**src/rtl/hvac_pkg.sv**
```systemverilog
// Shared types and constants for the HVAC thermostat sequencer.
// Temperatures are unsigned Q8.4 fixed point: 1 LSB = 0.0625 degC.
package hvac_pkg;

    // Sequencer state. The encoding is visible on the top-level 'state' output.
    typedef enum logic [1:0] {
        ST_IDLE    = 2'd0,
        ST_HEAT    = 2'd1,
        ST_COOL    = 2'd2,
        ST_LOCKOUT = 2'd3
    } hvac_state_e;

    // Default timing and format constants
    localparam int DEF_TEMP_W  = 12;
    localparam int DEF_MIN_ON  = 16;
    localparam int DEF_MIN_OFF = 32;
    localparam int FRAC_BITS   = 4;

    // Larger of two integers, used to size the shared dwell counter
    function automatic int max_int(input int a, input int b);
        return (a > b) ? a : b;
    endfunction

endpackage

```
**src/rtl/hvac_dwell_timer.sv**
```systemverilog
// Saturating dwell counter shared by the on-time and lockout phases.
// The two phases never overlap, so one counter serves both; the FSM
// clears it on every state change.
module hvac_dwell_timer
    import hvac_pkg::*;
#(
    parameter int MIN_ON  = DEF_MIN_ON,
    parameter int MIN_OFF = DEF_MIN_OFF
) (
    input  logic clock,
    input  logic rst,
    input  logic clear,
    output logic on_done,
    output logic off_done
);

    // Counter stops at the largest value either compare ever needs
    localparam int SAT   = max_int(MIN_ON, MIN_OFF) - 1;
    localparam int CNT_W = (SAT < 1) ? 1 : $clog2(SAT + 1);

    localparam logic [CNT_W-1:0] SAT_V    = CNT_W'(SAT);
    localparam logic [CNT_W-1:0] ON_LAST  = CNT_W'(MIN_ON - 1);
    localparam logic [CNT_W-1:0] OFF_LAST = CNT_W'(MIN_OFF - 1);

    logic [CNT_W-1:0] cnt;

    // Count cycles spent in the current state, holding at saturation
    always_ff @(posedge clock or negedge rst) begin
        if (!rst) begin
            cnt <= '0;
        end else if (clear) begin
            cnt <= '0;
        end else if (cnt != SAT_V) begin
            cnt <= cnt + CNT_W'(1);
        end
    end

    // Minimum on-time reached (a normal exit is allowed from this cycle on)
    assign on_done  = (cnt >= ON_LAST);
    // Last lockout cycle
    assign off_done = (cnt == OFF_LAST);

endmodule

```
**src/rtl/hvac_sequencer.sv**
```systemverilog
// Thermostat sequencer: turns target/ambient/threshold samples into heat (A)
// and cool (B) requests with hysteresis, a minimum on-time and a post-run
// lockout.
//
// Input handshake: sample_valid is a one-cycle strobe with no back-pressure.
// Every cycle it is high counts as a fresh ambient sample; the sequencer
// never stalls the sensor and simply ignores samples it does not need
// (during LOCKOUT, or before the minimum on-time has elapsed).
module hvac_sequencer
    import hvac_pkg::*;
#(
    parameter int TEMP_W  = DEF_TEMP_W,
    parameter int MIN_ON  = DEF_MIN_ON,
    parameter int MIN_OFF = DEF_MIN_OFF
) (
    input  logic              clock,
    input  logic              rst,
    input  logic              enable,
    input  logic              status,
    input  logic [TEMP_W-1:0] target,
    input  logic [TEMP_W-1:0] ambient,
    input  logic [TEMP_W-1:0] threshold,
    input  logic              sample_valid,
    output logic              A,
    output logic              B,
    output logic              lockout,
    output logic [1:0]        state
);

    hvac_state_e state_q;
    hvac_state_e state_d;

    logic on_done;
    logic off_done;
    logic dwell_clear;

    // One extra bit so target + threshold never wraps (4095 + 32 stays 4127)
    logic [TEMP_W:0] tgt_x;
    logic [TEMP_W:0] amb_x;
    logic [TEMP_W:0] thr_x;

    logic heat_call;
    logic cool_call;
    logic heat_sat;
    logic cool_sat;
    logic heat_force;
    logic cool_force;

    assign tgt_x = {1'b0, target};
    assign amb_x = {1'b0, ambient};
    assign thr_x = {1'b0, threshold};

    // Demand: ambient is at least one hysteresis band away from target
    assign heat_call = (tgt_x >= (amb_x + thr_x));
    assign cool_call = ((tgt_x + thr_x) <= amb_x);

    // Satisfied: ambient has reached target
    assign heat_sat = (ambient >= target);
    assign cool_sat = (ambient <= target);

    // Disable or a mode flip ends a run at once, ignoring the minimum on-time
    assign heat_force = !enable || status;
    assign cool_force = !enable || !status;

    // Next-state decision; forced exits are tested before normal exits
    always_comb begin
        state_d = state_q;
        case (state_q)
            ST_IDLE: begin
                if (enable && sample_valid) begin
                    if (!status && heat_call) begin
                        state_d = ST_HEAT;
                    end else if (status && cool_call) begin
                        state_d = ST_COOL;
                    end
                end
            end
            ST_HEAT: begin
                if (heat_force) begin
                    state_d = ST_LOCKOUT;
                end else if (sample_valid && heat_sat && on_done) begin
                    state_d = ST_LOCKOUT;
                end
            end
            ST_COOL: begin
                if (cool_force) begin
                    state_d = ST_LOCKOUT;
                end else if (sample_valid && cool_sat && on_done) begin
                    state_d = ST_LOCKOUT;
                end
            end
            ST_LOCKOUT: begin
                if (off_done) begin
                    state_d = ST_IDLE;
                end
            end
            default: begin
                state_d = ST_IDLE;
            end
        endcase
    end

    // Dwell restarts from zero in the first cycle of every new state
    assign dwell_clear = (state_d != state_q);

    hvac_dwell_timer #(
        .MIN_ON  (MIN_ON),
        .MIN_OFF (MIN_OFF)
    ) u_dwell (
        .clock    (clock),
        .rst      (rst),
        .clear    (dwell_clear),
        .on_done  (on_done),
        .off_done (off_done)
    );

    // State register with registered requests; reset drops A/B immediately
    always_ff @(posedge clock or negedge rst) begin
        if (!rst) begin
            state_q <= ST_IDLE;
            A       <= 1'b0;
            B       <= 1'b0;
            lockout <= 1'b0;
        end else begin
            state_q <= state_d;
            A       <= (state_d == ST_HEAT);
            B       <= (state_d == ST_COOL);
            lockout <= (state_d == ST_LOCKOUT);
        end
    end

    assign state = state_q;

endmodule

```
**config.mk**
```make
export PLATFORM = sky130hd
export DESIGN_NAME = hvac_sequencer
export DESIGN_NICKNAME = d
export VERILOG_FILES = /design/src/rtl/hvac_pkg.sv /design/src/rtl/hvac_dwell_timer.sv /design/src/rtl/hvac_sequencer.sv
export SDC_FILE = /design/constraint.sdc
export NUM_CORES = 1
export LEC_CHECK = 0
export ABC_AREA = 1
export CELL_PAD_IN_SITES_DETAIL_PLACEMENT = 0
export CELL_PAD_IN_SITES_GLOBAL_PLACEMENT = 1
export CORE_ASPECT_RATIO = 0.9
export CORE_MARGIN = 1.5
export CORE_UTILIZATION = 35
export CTS_CLUSTER_DIAMETER = 80
export DETAILED_ROUTE_END_ITERATION = 16
export MAX_ROUTING_LAYER = met4
export PLACE_DENSITY = 0.75
export SLEW_MARGIN = 20
export SYNTH_ARGS = -nofsm -noshare
export SYNTH_HDL_FRONTEND = slang
export SYNTH_SLANG_ARGS = --single-unit
```
**constraint.sdc**
```tcl
create_clock -name clock -period 1.55 [get_ports clock]
set_input_delay 0.155 -clock clock [delete_from_list [all_inputs] [get_ports clock]]
set_output_delay 0.155 -clock clock [all_outputs]
set_load 0.005 [all_outputs]
```
==> flow_summary.yaml, run 1 <==
yosys:
  yosysWarnings: 0
  syn_inst: 373
  ys_types: 32
  syn-cell-area_um2: 2574
  synth-seq-cells: 10
  synth_nets: 479
  avgSynthCellArea_um2: 6.900
  ys_seq_area_frac: 0.09723
global_routing:
  antenna_found_initial: 0
  grt_pass1_vias: 2823
  groute.usage.overall: 0.2027
  grt-ovfl-total: 0
  grt_max_degree: 11
  grt_pass1_wl_um: 12630
timing:
  fin_tns_setup_ps: -9961
  finClkSkew_ps: 3.065
  maxClockFrequency_mhz: 385.2
  hold_ws_ps: 250.6
  fin_crit_ps: 2596
  setup_viol: 10
  grt_setup_unrepaired: "yes"
  relSlewSlack: 0.6918
  layout_setup_ws_ps: -1046
  post-route-period-util: 1.675
  worst_slew_pin_slew_ps: 460.8
  slew_violations: 0
  hold_violations: 0
finish:
  n_antenna_cell: 0
  final_cells: 616
  drive_gt1_frac: 0.3920
  area_growth_pct: 66.16
  nNetsFinal: 631
pwr:
  pwr-share-seq: 0.148
  combPwrFrac: 0.761
  powerDensity_nw_per_um2: 638.9
  switching_share: 0.4209
  internal_power_mw: 1.582
  power_leakage_nw: 2.286
  finalPower_mw: 2.732
  p_sw_mw: 1.150
  ir_worst_vdd_mv: 0.3926
  clkPwrFrac: 0.091
die:
  die_h_um: 84.35
  core_um2: 7076
  ioPinCount: 46
  start_util: 0.3637
  die_area_um2: 7877
  row_count: 29
  fp.dieW_um: 93.39
placement:
  port_buffers: 45
  dpl_worst_slack_ps: -1779
  gp_congestion: 0.8634
  dpl.hpwl_um: 6446
  dpl.cell_count: 594
detailed_routing:
  wl_per_cell_um: 12.52
  ant_nets: 0
  drt_wl_total_um: 7711
  first_pass_iters: 4
  drc_errors: 0
  vias: 2858
  drt_iter0_drc: 93
  via_per_inst: 4.640
status:
  status: "complete, but fails checks"
  violations: "setup timing"
clock_network:
  cts_sinks: 10
  holdBufCountCts: 0
  path_clk_slew_ps: 40
  cts_buffer_depth: 2
  root_buffer: "clkbuf_8"
  cts_tree: "yes"
  clkLatencyLatePin_ps: 230
  numCtsBuffers: 3
  htree_levels: 1
setup_path:
  worst-endpoint-arrival_ps: 2760
  cp_cell_sequence: "dlygate4sd2_1 > ha_4 > inv_2 > nor3_4 > a21o_1 > xor2_1 > ha_1 > nand2_4 > inv_1 > a21oi_2 > nand2_1 > nor2_1 > nand2_1 > nand2_1 > nand2_1 > nand2_1 > nand2_1 > nand2_1 > nand2_2 > nand3_2 > nand3_4 > nor2_2"
  critPathMaxFanout: 5
  cp.required_ps: 1710
  endpoint: "u_dwell.cnt[4]$_DFFE_PN0P_"
  end_kind: "flop"
  crit_path_start: "ambient[4]"
  worstReg2RegEnd: "u_dwell.cnt[4]$_DFFE_PN0P_"
  slowest_delay_ps: 310
  cp_slowest_cell: "ha_4"
  reg2reg_depth: 10
  start_kind: "input port"
  critical_path.most_common_cell: "nand2_1"
  r2r-start: "u_dwell.cnt[1]$_DFFE_PN0P_"
  worstSetupPathType: "input port to flop"
  r2r_setup_slack_ps: -320
worst_hold_path:
  hold_class: "input port to asynchronous set/reset pin"
flow_run:
  drv_cap: 0
[worst min-delay path by stage]
stage / startpoint / end / slack [ps] / depth (start not counted)
after CTS: rst / lockout$_DFF_PN0_ / 250 / 1
after floorplan: rst / A$_DFF_PN0_ / -140 / 0
after global placement: rst / u_dwell.cnt[1]$_DFFE_PN0P_ / 490 / 1
after detailed placement: rst / u_dwell.cnt[0]$_DFFE_PN0P_ / 490 / 1
final: rst / lockout$_DFF_PN0_ / 250 / 1
after global routing: rst / lockout$_DFF_PN0_ / 270 / 1
[flip-flops by register name (all words and copies together), names as in the netlist]
| signal | flops |
|---|---|
| A | 1 |
| B | 1 |
| lockout | 1 |
| state | 2 |
| u_dwell.cnt | 5 |
[final cells by class]
cell class | instances | area, um^2
fillers | 655 | 2799
multi-input cells | 285 | 2414
repair buffers | 147 | 1162
inverters | 78 | 292.8
flip-flops and latches | 10 | 250.2
well taps | 93 | 116.4
clock buffers | 3 | 41.29
[critical path, delay by kind of cell]
kind	cells	cell delay, ps
AO/OA/AOI/OAI	2	280
XOR/XNOR	1	190
adder cells (fa/ha/maj)	2	610
buffers and inverters	3	410
AND/OR/NAND/NOR	14	1120
[cells in the final DEF, fill, tap and decap left out, drive strengths merged, types with 2 or more instances in the layout]
cell type / count
fa: 2
o21ai: 8
buf: 109
a211oi: 4
inv: 78
a21o: 3
nor4: 2
clkbuf: 11
nand4: 5
nand3b: 2
o21a: 2
dfrtp: 10
dlygate4sd2: 8
xnor2: 5
xor2: 18
a21oi: 31
ha: 63
nor3: 9
nand3: 16
nor2: 28
nand2: 82
clkdlybuf4s50: 21
[routing by layer]
metal,GRT usage,up-vias,share of wire
li1,-,1516,-
met1,0.2789,1299,0.51
met2,0.3267,39,0.45
met3,0.02808,4,0.033
met4,0.01653,0,0.0040
met5,-,-,0
[cell families after synthesis]
logic type      Yosys count  synth area share
compound gates           52            0.1269
xor+xnor                 23           0.07827
fa+ha+maj                65            0.3218
buf+inv                  78            0.1138
flops                    10           0.09723
mux                       1          0.003889
simple gates            144            0.2581
[what timing repair did]
| action | CTS | global route |
|---|---|---|
| setup endpoints to repair | 10 | 10 |
| resized for setup | 74 | 60 |
| buffers inserted | 17 | 4 |
| pin swaps | 41 | 66 |
[power groups by stage]
| stage | Sequential (mW) | Combinational [mW] | Clock [mW] |
|---|---|---|---|
| 6_report | 0.404 | 2.08 | 0.249 |
| 5_1_grt | 0.414 | 2.32 | 0.272 |
| 4_1_cts | 0.402 | 1.94 | 0.257 |
| 3_5_place_dp | 0.405 | 1.78 | 0 |
| 3_3_place_gp | 0.399 | 1.74 | 0 |
| 2_1_floorplan | 0.406 | 1.04 | 0 |
[cells in the mapped netlist (all sizes together)]
master   count  area (um^2)
o21a         2        15.01
nand4        5        31.28
nand3       16        107.6
nand3b       2        15.01
o21bai       1        11.26
nor2        28        120.1
nor4         2        12.51
a211oi       4        40.03
a31oi        1        6.260
o21ai        8        43.79
nor3         9        60.06
ha          63        788.3
o2111ai      1        8.760
a21o         3        22.52
dfrtp       10        250.2
mux2i        1        10.01
xnor2        5        43.79
nand2       82        317.8
fa           2        40.04
xor2        18        157.7
inv         78        292.8
a21oi       31        170.2
o31a         1        8.760
[stage by stage]
step | area [um^2] | util
2_1_floorplan | 2591 | -
3_3_place_gp | 3781 | 0.5344
3_5_place_dp | 3781 | 0.5344
4_1_cts | 4130 | 0.5837
5_1_grt | 4277 | 0.6044
6_report | 4277 | 0.6044
Note: power is estimated with default switching activity, not from simulation.
==> inputs of run 2 (changes only) <==
--- a/config.mk
+++ b/config.mk
@@ -13,9 +13,11 @@
 export CORE_UTILIZATION = 35
 export CTS_CLUSTER_DIAMETER = 80
 export DETAILED_ROUTE_END_ITERATION = 16
+export GPL_ROUTABILITY_DRIVEN = 0
 export MAX_ROUTING_LAYER = met4
 export PLACE_DENSITY = 0.75
 export SLEW_MARGIN = 20
 export SYNTH_ARGS = -nofsm -noshare
 export SYNTH_HDL_FRONTEND = slang
 export SYNTH_SLANG_ARGS = --single-unit
+export TNS_END_PERCENT = 20
==> flow_summary.yaml, run 2 (synthesized netlist as in run 1, its figures left out) <==
status:
  status: "complete, but fails checks"
  violations: "setup timing"
setup_path:
  end_kind: "flop"
  start_kind: "input port"
  cp_slowest_cell: "fa_2"
  cp_num_buf_inv: 2
  worst-endpoint-arrival_ps: 2730
  cp_cell_sequence: "buf_2 > ha_4 > inv_2 > fa_2 > nor2_2 > a211oi_2 > o21ai_2 > nand3_1 > nand2_1 > xor2_1 > ha_1 > a21o_1 > a21oi_2 > nand2_1 > nand2_1 > nand3_2 > nand2_2 > nand3_2 > nand3_4 > nor2_2"
  worstSetupPathType: "input port to flop"
  slowest_delay_ps: 390
  cp_top_family: "simple AND/OR/NAND/NOR gates"
  critical_path.most_common_cell: "nand2_1"
  critPathMaxFanout: 5
  cp.required_ps: 1680
die:
  fp.dieW_um: 93.39
  die_h_um: 84.35
  die_area_um2: 7877
  core_um2: 7076
  start_util: 0.3637
  row_count: 29
  ioPinCount: 46
placement:
  placedInstanceArea_um2: 3721
  dpl_worst_slack_ps: -1767
  dpl.cell_count: 586
  dpl.hpwl_um: 6421
  port_buffers: 45
clock_network:
  cts_sinks: 10
  path_clk_slew_ps: 50
  root_buffer: "clkbuf_8"
  clkLatencyLatePin_ps: 240
  cts_buffer_depth: 2
  cts_tree: "yes"
  holdBufCountCts: 0
  numCtsBuffers: 3
  htree_levels: 1
pwr:
  power_leakage_nw: 2.180
  ir_worst_vdd_mv: 0.7556
  powerDensity_nw_per_um2: 656.6
  finalPower_mw: 2.670
finish:
  design_area_um2: 4066
  area_growth_pct: 58.00
  final_common_cell: "buf_4"
  largest-register: "u_dwell.cnt"
  final_cell_mix: "buf_4, nand2_1, inv_1"
  final_cells: 602
  nNetsFinal: 616
  largest_register_ffs: 5
  n_antenna_cell: 0
  final_util: 0.5747
  drive_gt1_frac: 0.3674
  fill_cells: 663
global_routing:
  groute.usage.overall: 0.2049
  antenna_found_initial: 0
  grt_max_degree: 11
  grt-ovfl-total: 0
  grt_pass1_wl_um: 12360
  grt_pass1_vias: 2738
detailed_routing:
  wl_per_cell_um: 12.59
  ant_nets: 0
  drt_iter0_drc: 80
  drt_wl_total_um: 7581
  vias: 2781
  via_per_inst: 4.620
  drc_errors: 0
  first_pass_iters: 5
flow_run:
  drv_cap: 0
timing:
  hold_violations: 0
  grt_setup_unrepaired: "yes"
  setup_viol: 10
  worst_slew_pin_slew_ps: 484.4
  maxClockFrequency_mhz: 384.2
  post-route-period-util: 1.679
  hold_ws_ps: 249.1
  fin_tns_setup_ps: -9916
  finClkSkew_ps: 2.346
  layout_setup_ws_ps: -1053
  slew_violations: 0
  fin_crit_ps: 2603
  relSlewSlack: 0.6761
worst_hold_path:
  hold_class: "input port to asynchronous set/reset pin"
## run 2: repair_timing
item / CTS / global route
pin swaps: 40 / 27
resized for setup: 106 / 25
buffers inserted: 10 / 2
endpoints found under the setup margin: 10 / 10
## run 2: area by class of cell
cell class / count / area (um^2) / share of cell area
Multi-Input combinational cell: 285 / 2312 / 0.5686
Timing Repair Buffer: 132 / 1037 / 0.2551
Tap cell: 93 / 116.4 / 0.02862
Sequential cell: 10 / 250.2 / 0.06154
Inverter: 78 / 295.3 / 0.07262
Clock buffer: 4 / 55.05 / 0.01354
## run 2: power breakdown
| group | internal, mW | switching [mW] | total (mW) |
|---|---|---|---|
| Clock | 0.223 | 0.101 | 0.324 |
| Combinational | 0.993 | 0.954 | 1.95 |
| Sequential | 0.351 | 0.0479 | 0.399 |
| Total | 1.57 | 1.10 | 2.67 |
## run 2: worst paths after layout
path,end,slack (ps),from,cells after the start
max,u_dwell.cnt[1]$_DFFE_PN0P_,-1050,target[0],20
min,u_dwell.cnt[4]$_DFFE_PN0P_,250,rst,1
max reg2reg,u_dwell.cnt[1]$_DFFE_PN0P_,-210,u_dwell.cnt[1]$_DFFE_PN0P_,10
min reg2reg,u_dwell.cnt[4]$_DFFE_PN0P_,640,u_dwell.cnt[4]$_DFFE_PN0P_,2
max in group asynchronous,B$_DFF_PN0_,970,rst,1
min in group clock,u_dwell.cnt[4]$_DFFE_PN0P_,640,u_dwell.cnt[4]$_DFFE_PN0P_,2
## run 2: layer usage
layer,GRT usage,vias to the layer above,share of wire
li1,-,1489,-
met1,0.2874,1260,0.52
met2,0.3208,27,0.45
met3,0.02446,5,0.022
met4,0.02893,0,0.0063
met5,-,-,0
## run 2: worst reg2reg max path, cell delays in order (launching register included)
cell	delay, ps
dfrtp_1	350
ha_1	170
nand2_1	50
nor2_1	140
ha_1	210
inv_2	50
nor3_1	260
a21oi_1	130
nand3_2	110
nand3_4	110
nor2_2	120
==> inputs of run 3 (changes only) <==
--- a/config.mk
+++ b/config.mk
@@ -8,7 +8,6 @@
 export ABC_AREA = 1
 export CELL_PAD_IN_SITES_DETAIL_PLACEMENT = 0
 export CELL_PAD_IN_SITES_GLOBAL_PLACEMENT = 1
-export CORE_ASPECT_RATIO = 0.9
 export CORE_MARGIN = 1.5
 export CORE_UTILIZATION = 35
 export CTS_CLUSTER_DIAMETER = 80
==> flow_summary.yaml, run 3 (synthesized netlist as in run 1, its figures left out) <==
timing:
  grt_setup_unrepaired: "yes"
  setup_viol: 10
  fin_tns_setup_ps: -9866
  hold_ws_ps: 224.0
  relSlewSlack: 0.7253
  layout_setup_ws_ps: -1045
  fin_crit_ps: 2595
  maxClockFrequency_mhz: 385.3
  hold_violations: 0
  post-route-period-util: 1.674
  finClkSkew_ps: 1.096
  worst_slew_pin_slew_ps: 410.7
  slew_violations: 0
pwr:
  power_leakage_nw: 2.197
  internal_power_mw: 1.545
  p_sw_mw: 1.146
  pwr-share-seq: 0.148
  clkPwrFrac: 0.095
  combPwrFrac: 0.757
  switching_share: 0.4259
  powerDensity_nw_per_um2: 638.0
  ir_worst_vdd_mv: 0.9406
setup_path:
  worstSetupPathType: "input port to flop"
  end_kind: "flop"
  critPathMaxFanout: 5
  start_kind: "input port"
  reg2reg_depth: 10
  cp.required_ps: 1720
  worst-endpoint-arrival_ps: 2760
clock_network:
  cts_sinks: 10
  clkLatencyLatePin_ps: 230
  numCtsBuffers: 3
  cts_tree: "yes"
  htree_levels: 1
  root_buffer: "clkbuf_8"
  path_clk_slew_ps: 40
  cts_buffer_depth: 2
finish:
  n_antenna_cell: 0
  design_area_um2: 4219
  largest-register: "u_dwell.cnt"
  area_growth_pct: 63.93
  largest_register_ffs: 5
  final_common_cell: "buf_4"
  final_cells: 608
  nNetsFinal: 617
  final_cell_mix: "buf_4, inv_1, nand2_1"
  drive_gt1_frac: 0.3949
  fill_cells: 677
detailed_routing:
  wl_per_cell_um: 13.02
  drt_wl_total_um: 7918
  drc_errors: 0
  drt_iter0_drc: 117
  vias: 2804
  first_pass_iters: 4
  ant_nets: 0
  via_per_inst: 4.612
global_routing:
  grt-ovfl-total: 0
  groute.usage.overall: 0.2161
  grt_pass1_wl_um: 12790
  grt_max_degree: 11
  grt_pass1_vias: 2848
  antenna_found_initial: 0
worst_hold_path:
  hold_class: "input port to asynchronous set/reset pin"
die:
  start_util: 0.3587
  die_h_um: 88.75
  core_um2: 7176
  row_count: 31
  die_area_um2: 7877
  ioPinCount: 46
  fp.dieW_um: 88.75
placement:
  dpl.cell_count: 593
  dpl_worst_slack_ps: -1864
  port_buffers: 45
  dpl.hpwl_um: 6483
  placedInstanceArea_um2: 3736
status:
  status: "complete, but fails checks"
  violations: "setup timing"
flow_run:
  drv_cap: 0
==> run 3: power groups by stage <==
stage / Combinational (mW) / Sequential, mW / Clock [mW]
after floorplan: 1.04 / 0.406 / 0
after global placement: 1.75 / 0.401 / 0
after detailed placement: 1.77 / 0.401 / 0
after CTS: 1.95 / 0.398 / 0.267
after global routing: 2.27 / 0.411 / 0.277
final: 2.04 / 0.398 / 0.255
==> run 3: area by class of cell <==
| class | count | area [um^2] | share of cell area |
|---|---|---|---|
| Inverter | 78 | 295.3 | 0.06999 |
| Timing Repair Buffer | 133 | 1061 | 0.2515 |
| Multi-Input combinational cell | 285 | 2447 | 0.5801 |
| Sequential cell | 10 | 250.2 | 0.05931 |
| Tap cell | 99 | 123.9 | 0.02936 |
| Clock buffer | 3 | 41.29 | 0.009786 |
==> run 3: what timing repair did <==
| item | 4_1_cts | 5_1_grt |
|---|---|---|
| buffers inserted | 7 | 5 |
| gates cloned | 0 | 0 |
| pin swaps | 45 | 41 |
| resized for setup | 110 | 44 |
| hold buffers | 0 | 0 |
| endpoints found under the setup margin | 10 | 10 |
==> run 3: layer usage <==
layer | share of wire | vias to the layer above | global-route usage
met5 | 0 | - | -
met4 | 0.014 | 0 | 0.05114
met3 | 0.025 | 11 | 0.008396
met2 | 0.46 | 47 | 0.3602
met1 | 0.50 | 1256 | 0.2888
li1 | - | 1490 | -
==> run 3: critical path: stages <==
cell	delay [ps]
dlygate4sd2_1	270
ha_4	240
a21oi_2	160
o21ai_2	90
a21o_1	200
buf_4	150
a21o_1	180
a21oi_2	130
xor2_1	180
ha_1	250
nand2_1	80
inv_1	40
nand2_1	50
nand2_1	40
nand2_1	50
nand2_1	50
nand2_2	60
nand2_2	60
nand3_2	80
nand3_4	110
nor2_2	120
==> run 3: per-stage QoR <==
step / utilization / power [mW]
2_1_floorplan: - / 1.444
3_3_place_gp: 0.5207 / 2.146
3_5_place_dp: 0.5207 / 2.169
4_1_cts: 0.5751 / 2.616
5_1_grt: 0.5880 / 2.953
6_report: 0.5880 / 2.692
==> run 3: worst paths after layout <==
path / end / slack [ps] / start
min in group clock: u_dwell.cnt[0]$_DFFE_PN0P_ / 630 / u_dwell.cnt[0]$_DFFE_PN0P_
hold reg to reg: u_dwell.cnt[0]$_DFFE_PN0P_ / 630 / u_dwell.cnt[0]$_DFFE_PN0P_
setup reg to reg: u_dwell.cnt[0]$_DFFE_PN0P_ / -210 / u_dwell.cnt[0]$_DFFE_PN0P_
max in group asynchronous: B$_DFF_PN0_ / 1040 / rst
setup / recovery: u_dwell.cnt[0]$_DFFE_PN0P_ / -1050 / ambient[6]
hold / removal: u_dwell.cnt[1]$_DFFE_PN0P_ / 220 / rst
